File: config.mk
export PLATFORM = sky130hd
export DESIGN_NAME = conv_row_scheduler
export DESIGN_NICKNAME = d
export VERILOG_FILES = /design/src/rtl/conv_row_scheduler.sv
export SDC_FILE = /design/constraint.sdc
export NUM_CORES = 1
export LEC_CHECK = 0
export ABC_AREA = 1
export BUFFER_PORTS_ARGS = -buffer_cell sky130_fd_sc_hd__buf_2
export CORE_MARGIN = 2
export CORE_UTILIZATION = 44
export DETAILED_ROUTE_END_ITERATION = 16
export GPL_TIMING_DRIVEN = 0
export HOLD_SLACK_MARGIN = 0.03
export PLACE_DENSITY = 0.72
export SLEW_MARGIN = 15
export SYNTH_ARGS = -nofsm -noshare
export SYNTH_HDL_FRONTEND = slang
export SYNTH_SLANG_ARGS = --single-unit
File: constraint.sdc
create_clock -name clk -period 6 [get_ports clk]
set_input_delay 1.2 -clock clk [delete_from_list [all_inputs] [get_ports clk]]
set_output_delay 1.2 -clock clk [all_outputs]
set_load 0.02 [all_outputs]
File: src/rtl/conv_row_scheduler.sv
`default_nettype none
// ============================================================================
// Module      : conv_row_scheduler
// Description : Line-buffer sequencer for the convolution front end. Generates
//               write addresses for the incoming pixel stream, counts resident
//               rows, and issues K-row sliding-window row reads to the engine.
// Revision    : 1.0 - initial release
// ============================================================================
module conv_row_scheduler #(
    parameter int IMG_W      = 10,
    parameter int IMG_H      = 30,
    parameter int K          = 5,
    parameter int PIX_PER_WR = 2,
    parameter int AW         = $clog2(IMG_W * IMG_H),
    parameter int RW         = $clog2(IMG_H)
) (
    input  logic          clk,
    input  logic          rst_n,
    input  logic          start,
    input  logic          in_valid,
    output logic          in_ready,
    output logic          wr_en,
    output logic [AW-1:0] wr_addr,
    input  logic          conv_ready,
    output logic          rd_en,
    output logic [RW-1:0] rd_row,
    output logic          win_first,
    output logic          win_last,
    output logic [RW-1:0] out_row,
    output logic          busy,
    output logic          done
);

    // Write counter carries one extra bit so it can reach IMG_W*IMG_H even
    // when the frame size is an exact power of two.
    localparam int CNT_W = AW + 1;
    localparam int COL_W = $clog2(IMG_W) + 1;
    localparam int KW    = (K > 1) ? $clog2(K) : 1;

    localparam logic [CNT_W-1:0] C_TOTAL_PIX = CNT_W'(IMG_W * IMG_H);
    localparam logic [CNT_W-1:0] C_CNT_STEP  = CNT_W'(PIX_PER_WR);
    localparam logic [COL_W-1:0] C_COL_STEP  = COL_W'(PIX_PER_WR);
    localparam logic [COL_W-1:0] C_COL_LAST  = COL_W'(IMG_W - PIX_PER_WR);
    localparam logic [RW:0]      C_ROW_ONE   = (RW+1)'(1);
    localparam logic [RW:0]      C_K_ROWS    = (RW+1)'(K);
    localparam logic [KW-1:0]    C_K_LAST    = KW'(K - 1);
    localparam logic [KW-1:0]    C_K_ONE     = KW'(1);
    localparam logic [RW-1:0]    C_ROW_LAST  = RW'(IMG_H - K);
    localparam logic [RW-1:0]    C_OROW_ONE  = RW'(1);

    typedef enum logic [0:0] {
        ST_IDLE   = 1'b0,
        ST_ACTIVE = 1'b1
    } state_t;

    state_t           state_q,        state_d;
    logic [CNT_W-1:0] wr_cnt_q,       wr_cnt_d;
    logic [COL_W-1:0] col_q,          col_d;
    logic [RW:0]      rows_done_q,    rows_done_d;
    logic [RW-1:0]    out_row_q,      out_row_d;
    logic [KW-1:0]    k_q,            k_d;
    logic             frame_issued_q, frame_issued_d;
    logic             done_q,         done_d;

    logic             w_active;
    logic             w_rows_avail;
    logic [RW:0]      w_rows_needed;

    // Handshake strobes and read address, combinational from state and inputs.
    always_comb begin
        w_active      = (state_q == ST_ACTIVE);
        w_rows_needed = {1'b0, out_row_q} + C_K_ROWS;
        // Only a window's first row waits for data; its later rows are older.
        w_rows_avail  = (k_q != '0) || (rows_done_q >= w_rows_needed);
        in_ready      = w_active && (wr_cnt_q < C_TOTAL_PIX);
        wr_en         = in_valid && in_ready;
        rd_en         = w_active && conv_ready && !frame_issued_q && w_rows_avail;
        win_first     = rd_en && (k_q == '0);
        win_last      = rd_en && (k_q == C_K_LAST);
    end

    assign wr_addr = wr_cnt_q[AW-1:0];
    assign rd_row  = out_row_q + RW'(k_q);
    assign out_row = out_row_q;
    assign busy    = (state_q == ST_ACTIVE);
    assign done    = done_q;

    // Next-state logic for the FSM, write-side and read-side counters.
    always_comb begin
        state_d        = state_q;
        wr_cnt_d       = wr_cnt_q;
        col_d          = col_q;
        rows_done_d    = rows_done_q;
        out_row_d      = out_row_q;
        k_d            = k_q;
        frame_issued_d = frame_issued_q;
        done_d         = 1'b0;
        case (state_q)
            ST_IDLE: begin
                if (start) begin
                    state_d        = ST_ACTIVE;
                    wr_cnt_d       = '0;
                    col_d          = '0;
                    rows_done_d    = '0;
                    out_row_d      = '0;
                    k_d            = '0;
                    frame_issued_d = 1'b0;
                end
            end
            default: begin
                if (wr_en) begin
                    wr_cnt_d = wr_cnt_q + C_CNT_STEP;
                    if (col_q == C_COL_LAST) begin
                        col_d       = '0;
                        rows_done_d = rows_done_q + C_ROW_ONE;
                    end else begin
                        col_d = col_q + C_COL_STEP;
                    end
                end
                if (rd_en) begin
                    if (k_q == C_K_LAST) begin
                        k_d = '0;
                        if (out_row_q == C_ROW_LAST) begin
                            // Final read of the frame: out_row stays on the last window.
                            frame_issued_d = 1'b1;
                            state_d        = ST_IDLE;
                            done_d         = 1'b1;
                        end else begin
                            out_row_d = out_row_q + C_OROW_ONE;
                        end
                    end else begin
                        k_d = k_q + C_K_ONE;
                    end
                end
            end
        endcase
    end

    // State register with asynchronous active-low reset.
    always_ff @(posedge clk or negedge rst_n) begin
        if (!rst_n) begin
            state_q        <= ST_IDLE;
            wr_cnt_q       <= '0;
            col_q          <= '0;
            rows_done_q    <= '0;
            out_row_q      <= '0;
            k_q            <= '0;
            frame_issued_q <= 1'b0;
            done_q         <= 1'b0;
        end else begin
            state_q        <= state_d;
            wr_cnt_q       <= wr_cnt_d;
            col_q          <= col_d;
            rows_done_q    <= rows_done_d;
            out_row_q      <= out_row_d;
            k_q            <= k_d;
            frame_issued_q <= frame_issued_d;
            done_q         <= done_d;
        end
    end

endmodule
`default_nettype wire

Yosys cells after proc, flatten, opt, wreduce, memory -nomap -nowiden
Cells that the tools add are included.
{"block": "word_totals", "mem_bits_ro": 0, "wordCells": 76, "mem_count": 0, "latchBits": 0, "inputBits": 5, "ram_bits": 0, "regBits": 32, "out_inout_bits": 26}
{"block": "op_classes", "eq_ne": 9, "n_reduce_logical": 17, "n_bitwise": 0, "shift": 0, "n_addsub": 7, "magnitude_cmp": 2, "multipliers": 0, "n_mux": 33, "div_mod_pow": 0}
{"op": "two-way mux 5 bit", "count": 8}
{"op": "two-way mux 10 bit", "count": 3}
{"op": "two-way mux 6 bit", "count": 4}
{"op": "two-way mux 1 bit", "count": 14}
{"op": "two-way mux 3 bit", "count": 4}
{"op": "adder 10 x 2 -> 10 bit, second input constant", "count": 1}
{"op": "< comparator 10 x 9 -> 1 bit, second input constant", "count": 1}
{"op": "AND reduction 4 bit", "count": 2}
{"op": "logical AND 1 bit", "count": 7}
{"op": "adder 5 x 3 -> 6 bit, second input constant", "count": 1}
{"op": "adder 6 x 1 -> 6 bit, second input constant", "count": 1}
{"op": ">= comparator 6 bit", "count": 1}
{"op": "!= test 2 x 1 -> 1 bit, second input constant", "count": 3}
{"op": "!= test 2 bit, second input constant", "count": 3}
{"op": "adder 5 x 1 -> 5 bit, second input constant", "count": 1}
{"op": "adder 5 x 2 -> 5 bit, second input constant", "count": 1}
{"op": "adder 5 x 3 -> 5 bit", "count": 1}
{"op": "== test 5 x 4 -> 1 bit, second input constant", "count": 1}
{"op": "== test 5 bit, second input constant", "count": 1}
{"op": "AND reduction 2 bit", "count": 2}
{"op": "adder 3 x 1 -> 3 bit, second input constant", "count": 1}
{"op": "== test 3 bit, second input constant", "count": 1}
{"op": "logical NOT 3 bit", "count": 1}
{"op": "AND reduction 3 bit", "count": 1}
{"op": "other kinds (4)", "count": 4}

Logic depth before layout (Yosys ltp)
{"block": "logic_depth", "depth_word": 6, "depth_mapped": 16, "mapped_depth_nobuf": 16}

Worst setup path after synthesis
OpenSTA, ideal clock, no wires.
{"block": "synth_timing", "kind": "flip-flop to output port", "from": "reg out_row_q[0] (netlist: out_row[0])", "to": "out win_first", "setup_slack_ns": 2.815, "arrival_ns": 1.985, "n_path_buf": 0, "required_ns": 4.800, "stages_incl_launch_ff": 14, "cell_sequence": "dfrtp_1 -> ha_1 -> nor2_1 -> nor2_1 -> xnor2_1 -> ha_1 -> nand2_1 -> inv_1 -> nand2_1 -> nand2_1 -> inv_1 -> nand2_1 -> nand2_2 -> nor2_1"}
{"block": "synth_between", "elab_chain_len": 5}
{"item": "from (decl)", "line_no": "60", "source": "logic [RW-1:0] out_row_q, out_row_d;"}
{"item": "from (signal assigned)", "line_no": "155", "source": "out_row_q <= out_row_d;"}
{"item": "adder 5 x 3 -> 6 bit", "line_no": "72", "source": "w_rows_needed = {1'b0, out_row_q} + C_K_ROWS;"}
{"item": ">= comparator 6 bit", "line_no": "74", "source": "w_rows_avail = (k_q != '0) || (rows_done_q >= w_rows_needed);"}
{"item": "logical OR 1 bit", "line_no": "74"}
{"item": "logical AND 1 bit", "line_no": "77", "source": "rd_en = w_active && conv_ready && !frame_issued_q && w_rows_avail;"}
{"item": "logical AND 1 bit", "line_no": "78", "source": "win_first = rd_en && (k_q == '0);"}
{"item": "to (decl)", "line_no": "27", "source": "output logic win_first,"}
No other way between the ends.

Worst setup path in the final report
{"block": "layout_timing", "from": "reg out_row_q[0] (netlist: out_row[0])", "to": "out rd_en"}
{"block": "layout_between", "elab_chain_len": 4}
{"item": "adder 5 x 3 -> 6 bit", "line_no": "72"}
{"item": ">= comparator 6 bit", "line_no": "74"}
{"item": "logical OR 1 bit", "line_no": "74"}
{"item": "logical AND 1 bit", "line_no": "77"}
{"item": "to (decl)", "line_no": "25", "source": "output logic rd_en,"}
No other way between the ends.

==> flow_summary.ini <==
[outcome]
status = finished, final reports clean

[power_and_ir_drop]
p_sw_share_pct = 45.2
switchingPower_w = 0.000473
power_leakage_nw = 1.34
seqPwrFrac_pct = 32.5
p_int_w = 0.000573
p_comb_share_pct = 51.5
finalPower_w = 0.00105
vdd_drop_max_mv = 0.239
p_per_area_mw_per_mm2 = 436
clkPwrFrac_pct = 16.1

[timing]
min_period_ns = 3.47
fmax_ghz = 0.288
hold_viol = 0
rsz0062_at_grt = no
slew_headroom_pct = 54.1
skew_ns = 0.00309
fin_setup_tns_ns = 0
tightest_slew_ns = 0.689
finalCritPeriodShare_pct = 57.8
drv_slew = 0
worst_slack_ns = 2.53
finalSetupViolations = 0

[logic_synthesis]
synth.cell_area_mm2 = 0.00210
ys_ff_latch = 30
yosysSeqAreaShare_pct = 35.8
netlist_instances = 278
synth_edf_count = 0
ys_async_sr_fraction_pct = 100
ys_warn_count = 0
syn_avg_cell_area_um2 = 7.55
yosys_most_used_dff = dfrtp_1
syn-num-nets = 300
synth_cell_types = 30

[worst_setup_path]
worstSetupPathType = register to primary output
cp_max_fo = 8
startpoint_type = register
timing.critical_path.required_ns = 4.80
cp_data_arrival_time_ns = 2.27
cp-end-kind = primary output

[final_layout]
nets = 336
final_cell_mix = 73 x nand2_1, 35 x inv_1, 32 x buf_2, 30 x dfrtp_1, 29 x nor2_1
area_delta_synth_final_pct = 14.5
stdcell_count = 369
layout_commonest_cell = nand2_1
fillerInstances = 447
n_antenna_cell = 0
drive_gt1_share_pct = 20.0

[routing]
drc = 0
wl_per_cell_um = 11.1
ant_nets = 0
drt_iter0_markers = 90
vias_per_cell = 4.83
routed_wl_mm = 4.09
via_count = 1781
dr.pass1.iters = 4

[clock_tree]
postCtsSetupBuffers = 0
cts.repair.resized = 0
clock-sinks = 30
cts-hold-fix-buffers = 0
root_buffer = clkbuf_8
cts_max_level = 2
clk_pin_slew_ns = 0.06
clockBufferDepth = 2
cts_tree = built
clock_latency_ns = 0.27
cts_made_buffers = 5

[floorplan]
start_util_pct = 45.0
core_mm2 = 0.00466
rows = 25
io_pins = 31
fp.dieW_um = 73.1
fp.dieH_um = 73.1
die_area_mm2 = 0.00534

[grt]
grt_start_max_net_pins = 31
grt_pass1_vias = 1674
grt_pass1_wl_mm = 7.33
gr-usage-all-layers_pct = 17.5
antenna_found_initial = 0
overflow = 0

[min_path]
hp-class = register to register

[place]
place_ws_ns = 2.81
hpwlAfterDp_mm = 3.14
port_buffers = 29
dp.cells = 361
place_congestion = 0.808

[run]
cap_violations = 0
layer usage:
metal  routed length, um  track usage (%)
met3                 125             2.90
met2                1960             28.2
met4                  47             5.56
met5                   0                0
met1                1960             23.8
flip-flops by register name, indices dropped and copies added, names as in the netlist:
| register | cells |
|---|---|
| done | 1 |
| out_row | 5 |
| col_q | 4 |
| rows_done_q | 6 |
| frame_issued_q | 1 |
| k_q | 3 |
| busy | 1 |
| wr_cnt_q | 9 |
critical path, stage by stage (launching register included):
cell and delay (ns):
dfrtp_1 0.49, inv_1 0.09, o21ai_0 0.30, nand3_1 0.12, ha_1 0.30, nand2_1 0.08
nand2_1 0.05, nor2_1 0.08, nand2_1 0.05, inv_1 0.04, nand2_1 0.05, nand2_2 0.11
inv_1 0.06, buf_2 0.16
final cells by class:
class / instances / area [um2] / area share, %
Multi-Input combinational cell: 196 / 1100 / 45.6
Sequential cell: 30 / 751 / 31.3
Timing Repair Buffer: 29 / 145 / 6.04
Inverter: 36 / 135 / 5.63
Buffer: 16 / 116 / 4.84
Clock buffer: 7 / 86.3 / 3.59
Tap cell: 54 / 67.6 / 2.81
Clock inverter: 1 / 5.00 / 0.208
cell families after synthesis:
group                      share of synthesized area [%]
DFF                                                 35.8
muxes                                              0.477
AOI/OAI and AO/OA                                   4.89
and+or+nand+nor                                     29.5
buffers and inverters                               12.0
other                                              0.179
xor gates and xnor gates                            6.68
adders and majority gates                           10.5
power by group through the flow:
stage	Sequential (W)	Combinational (W)	Clock (W)
after floorplan	0.000336	0.000411	0
after CTS	0.000340	0.000545	0.000172
after global routing	0.000350	0.000624	0.000181
final	0.000340	0.000539	0.000168
after detailed placement	0.000343	0.000542	0
after global placement	0.000340	0.000527	0
synth_stat cells, drive strengths merged (2+ instances only):
library cell / count / area share, %
nor3: 5 / 1.2
nand3: 24 / 6.2
buf: 16 / 5.5
ha: 16 / 9.5
dfrtp: 30 / 36
xor2: 12 / 5.0
nand4: 3 / 0.89
xnor2: 4 / 1.7
inv: 36 / 6.4
o21ai: 15 / 3.9
o22ai: 2 / 0.60
nand2: 77 / 14
nor2: 31 / 5.8
final timing paths:
check                                       to            from  slack [ns]  cells after the start
worst max-delay path                     rd_en      out_row[0]        2.53                     13
worst max register to register      out_row[1]      out_row[0]        3.73                     15
min in group asynchronous           out_row[3]           rst_n        0.97                      1
max in group asynchronous             col_q[2]           rst_n        4.59                      1
worst min-delay path            frame_issued_q  frame_issued_q        0.47                      2
worst min register to register  frame_issued_q  frame_issued_q        0.47                      2
through the flow:
| step | cell area, um2 | utilization [%] | hold WS (ns) |
|---|---|---|---|
| final | 2400 | 51.5 | 0.473 |
| after global routing | 2400 | 51.5 | 0.511 |
| after CTS | 2400 | 51.5 | 0.478 |
| after detailed placement | 2310 | 49.6 | 0.460 |
| after global placement | 2310 | 49.6 | 0.460 |
| after floorplan | 2100 | - | 0.442 |
Note: power is estimated with default switching activity, not from simulation.
